### config.mk
export PLATFORM = sky130hd
export DESIGN_NAME = divider_ctrl
export DESIGN_NICKNAME = d
export VERILOG_FILES = /design/src/rtl/divider_ctrl.sv
export SDC_FILE = /design/constraint.sdc
export NUM_CORES = 1
export LEC_CHECK = 0
export CELL_PAD_IN_SITES_DETAIL_PLACEMENT = 1
export CELL_PAD_IN_SITES_GLOBAL_PLACEMENT = 2
export CORE_MARGIN = 2
export CORE_UTILIZATION = 28
export CTS_BUF_LIST = sky130_fd_sc_hd__clkbuf_2 sky130_fd_sc_hd__clkbuf_4 sky130_fd_sc_hd__clkbuf_8
export DETAILED_ROUTE_END_ITERATION = 8
export PLACE_DENSITY_LB_ADDON = 0.1
export SLEW_MARGIN = 20
export SYNTH_ARGS = -nofsm -noshare
export SYNTH_HDL_FRONTEND = slang
export SYNTH_SLANG_ARGS = --single-unit
### constraint.sdc
create_clock -name clk -period 3 [get_ports clk]
set_input_delay 0.6 -clock clk [delete_from_list [all_inputs] [get_ports clk]]
set_output_delay 0.6 -clock clk [all_outputs]
set_load 0.01 [all_outputs]
### src/rtl/divider_ctrl.sv
// divider_ctrl: sequencing FSM for the 8-bit non-restoring divider datapath.
// Issues load / shift / add-sub / count / final-correction strobes in a fixed
// order, pulses done once per operation and flags divide-by-zero without
// touching the datapath.
//
// state  | meaning
// -------+-----------------------------------------------------------
// IDLE   | ready for a new start request
// LOAD   | datapath loads R=0, Q=dividend; iteration counter cleared
// SHIFT  | shift R:Q left; remember the pre-shift remainder sign
// ADDSUB | add or subtract divisor based on the remembered sign
// FIX    | final remainder correction when the remainder is negative
// ERR    | divisor was zero; no datapath activity
// DONE   | one-cycle completion pulse
module divider_ctrl #(
  parameter int ITER = 8,
  parameter int CW   = 3
) (
  input  logic clk,
  input  logic reset,
  input  logic start,
  input  logic divisor_zero,
  input  logic rem_sign,
  output logic ready,
  output logic busy,
  output logic load,
  output logic shift_en,
  output logic add_en,
  output logic sub_en,
  output logic count_en,
  output logic final_add,
  output logic done,
  output logic div_by_zero
);

  typedef enum logic [2:0] {
    S_IDLE,
    S_LOAD,
    S_SHIFT,
    S_ADDSUB,
    S_FIX,
    S_ERR,
    S_DONE
  } state_t;

  localparam logic [CW-1:0] LAST_ITER = CW'(ITER - 1);

  state_t        r_state;
  state_t        w_next;
  logic [CW-1:0] r_iter;
  logic          r_sign_q;
  logic          r_dbz;
  logic          w_accept;
  logic          w_last;

  assign w_accept = (r_state == S_IDLE) && start;
  assign w_last   = (r_iter == LAST_ITER);

  // State register.
  always_ff @(posedge clk) begin
    if (reset) begin
      r_state <= S_IDLE;
    end else begin
      r_state <= w_next;
    end
  end

  // Iteration counter, captured remainder sign and sticky zero-divisor flag.
  // The flag is written with divisor_zero on every accepted start, so an
  // accepted zero-divisor request sets it on the edge that enters ERR.
  always_ff @(posedge clk) begin
    if (reset) begin
      r_iter   <= '0;
      r_sign_q <= 1'b0;
      r_dbz    <= 1'b0;
    end else begin
      if (r_state == S_LOAD) begin
        r_iter <= '0;
      end else if (r_state == S_ADDSUB && !w_last) begin
        r_iter <= r_iter + CW'(1);
      end
      if (r_state == S_SHIFT) begin
        r_sign_q <= rem_sign;
      end
      if (w_accept) begin
        r_dbz <= divisor_zero;
      end
    end
  end

  // Next-state decode.
  always_comb begin
    w_next = r_state;
    case (r_state)
      S_IDLE:   if (start) w_next = divisor_zero ? S_ERR : S_LOAD;
      S_LOAD:   w_next = S_SHIFT;
      S_SHIFT:  w_next = S_ADDSUB;
      S_ADDSUB: w_next = w_last ? S_FIX : S_SHIFT;
      S_FIX:    w_next = S_DONE;
      S_ERR:    w_next = S_DONE;
      S_DONE:   w_next = S_IDLE;
      default:  w_next = S_IDLE;
    endcase
  end

  // Output strobes decoded from the registered state; only the add/sub
  // choice and the final correction gate look at data.
  always_comb begin
    ready       = 1'b0;
    busy        = 1'b0;
    load        = 1'b0;
    shift_en    = 1'b0;
    add_en      = 1'b0;
    sub_en      = 1'b0;
    count_en    = 1'b0;
    final_add   = 1'b0;
    done        = 1'b0;
    div_by_zero = r_dbz;
    case (r_state)
      S_IDLE:   ready = 1'b1;
      S_LOAD: begin
        busy = 1'b1;
        load = 1'b1;
      end
      S_SHIFT: begin
        busy     = 1'b1;
        shift_en = 1'b1;
      end
      S_ADDSUB: begin
        busy     = 1'b1;
        add_en   = r_sign_q;
        sub_en   = !r_sign_q;
        count_en = 1'b1;
      end
      S_FIX: begin
        busy      = 1'b1;
        final_add = rem_sign;
      end
      S_ERR:    busy = 1'b1;
      S_DONE:   done = 1'b1;
      default:  ready = 1'b0;
    endcase
  end

endmodule

==> impl_results.md <==
* Outcome: finished, final reports clean
* Max H-tree Level at 1
* Layout Nets at 74
* DR vias/cell at 5.31
* DRC Markers at 0
* Clock sink total at 8
* Post-Syn Area at 459 sq um
* Worst hold-check path type: reg2reg
* Overflow left after global routing at 0
* Final cycle utilization of the critical path at 84.5%
* CP Max Fanout at 10
* Tot GR Track Use at 12.3%
* IO buf count at 14
* RSZ-0062 raised after global routing: no
* Die width at 44.5 microns
* Global-route wire length before repair at 1790 microns
* Fmax at 0.395 GHz
* Hold WS at 466 ps
* Filler instances at 178
* Final setup fails at 0
* Non-filler cells, final at 81
* # rows at 14
* Clk Latency, worst-skew pair at 250 ps
* WS Path Type: reg2out
* Die Y-Extent at 44.5 microns
* Layout Area Growth over Synthesis at 34.3%
* Cts hold-fix bufs at 0
* Wire per inst at 13.0 microns
* Antenna violations before repair at 0
* Yosys warns at 0
* Antenna viol nets, final at 0
* Critical Path RT at 2400 ps
* Post-DP HPWL at 745 microns
* Largest net degree at the start of global routing at 18
* CTS tree: built
* Cell Pwr Density at 522 nW/um^2
* Starting density of the core at 30.1%
* Register area share after synthesis at 34.9%
* RePlAce Congestion at 0.704
* IO Pins at 15
* CP Launch Type: flop
* Slew headroom at 63.0%
* Clock Path Buffers at 2
* Resize count post-CTS at 0
* Pre-antenna DRT Iters at 4
* Crit path capture type: primary output
* Share of layout cells above drive strength 1 at 12.3%
* Final wirelength at 1050 microns
* Root buffer cell: clkbuf_4
* Mean Syn Cell Area at 8.83 sq um
* WP data arrival at 1930 ps
* P_leak at 0.244 nW
* Final TNS setup at 0 ps
* Number of global-route vias before repair at 414
* Clk slew on worst S/H paths at 60 ps
* Post-CTS setup buffer count at 0
* Syn Inst Count at 52
* Count of cell types in the netlist at 28
* Final hold vios at 0
* Setup ws final at 466 ps
* Fin Clk Skew at 4.54 ps
* Max Slew Vio Count at 0
* Fin util at 40.5%
* Yosys reg bits at 8
* Place WS at 643 ps
* DP Cell Count at 78
* CTS Buf Count at 3
* Peak supply drop at 0.222 mV
* N_diodes at 0
* Max cap viols at 0
* Core area at 1520 sq um
* Via count at 430
* Die ar. at 1980 sq um
* Worst Max-Slew Pin Slew at 554 ps
* Min Tclk post-route at 2530 ps
* 1st-iter DRT viols at 3
* Syn Nets at 59
[through the flow]
stage                     power [mW]  instance area (sq um)
after floorplan                0.196                    459
after global placement         0.240                    594
after CTS                      0.328                    617
final                          0.322                    617
after global routing           0.346                    617
after detailed placement       0.239                    594
[synthesized netlist by cell type (all sizes together)]
cell	instances	share of area, %
dfxtp	8	35
a21oi	6	6.5
nor2	5	4.1
buf	4	5.4
o21ai	3	3.3
a211oi	2	4.4
and2	2	2.7
and3	2	2.7
ha	2	5.4
nand2	2	1.6
nand4b	2	3.8
nor2b	2	3.3
a21o	1	1.6
a221o	1	2.2
a31oi	1	1.4
inv	1	0.82
mux2i	1	2.2
nand2b	1	3.0
nand3	1	1.1
nor3	1	2.2
nor3b	1	2.7
nor4	1	1.4
o41ai	1	1.9
or3	1	1.4
[logic make-up (layout without fill, tap and decap cells)]
kind of cell | count (synthesis) | in the layout | synth area share [%]
simple gates | 21 | 21 | 30.0
compound gates | 15 | 15 | 21.3
flops | 8 | 8 | 34.9
buf+inv | 5 | 18 | 6.27
fa+ha+maj | 2 | 2 | 5.45
mux | 1 | 1 | 2.18
[per-layer routing]
metal / track usage (%) / vias up / part of all wire (%)
met4: 5.45 / 0 / 0
met3: 3.67 / 0 / 3.4
met1: 17.4 / 201 / 54
li1: - / 218 / -
met5: 0 / - / 0
met2: 16.8 / 11 / 43
[final cells by class]
| type | count | area (sq um) | share of cell area (%) |
|---|---|---|---|
| Timing Repair Buffer | 14 | 140 | 22.7 |
| Multi-Input combinational cell | 39 | 270 | 43.8 |
| Sequential cell | 8 | 160 | 26.0 |
| Clock buffer | 3 | 22.5 | 3.65 |
| Tap cell | 16 | 20.0 | 3.25 |
| Inverter | 1 | 3.75 | 0.609 |
[cell usage in the layout (no fill, tap or decap), drive strengths merged, types with 2 or more instances in the layout]
master and count:
nor2 5, clkdlybuf4s50 14, dfxtp 8, clkbuf 3
o21ai 3, ha 2, and2 2, nand4b 2
nor2b 2, and3 2, a21oi 6, a211oi 2
nand2 2
[worst max-delay path: stages, from the launching register on]
cell	delay, ps
dfxtp_1	590
nor2b_2	280
and2_1	160
nor2b_1	120
clkdlybuf4s50_1	530
[flip-flops by register name (all words and copies together), names as in the netlist]
register and flops:
r_sign_q 1, div_by_zero 1, r_iter 3, r_state 3
[final timing paths]
kind | start | end | slack (ps) | depth (start not counted)
worst max-delay path | r_state[0]$_SDFFE_PP0P_ | sub_en | 470 | 4
worst min-delay path | div_by_zero$_SDFFE_PP0P_ | div_by_zero$_SDFFE_PP0P_ | 470 | 2
worst max register to register | r_iter[0]$_SDFFE_PP0P_ | r_iter[0]$_SDFFE_PP0P_ | 1570 | 4
worst min register to register | div_by_zero$_SDFFE_PP0P_ | div_by_zero$_SDFFE_PP0P_ | 470 | 2
[power by group]
part	leakage, nW	switching (mW)	internal, mW
clock	0.0138	0.0399	0.0460
sequential	0.0654	0.0260	0.116
combinational	0.164	0.0394	0.0549
total	0.244	0.105	0.217
No activity file was read; power rests on OpenSTA's default activity.
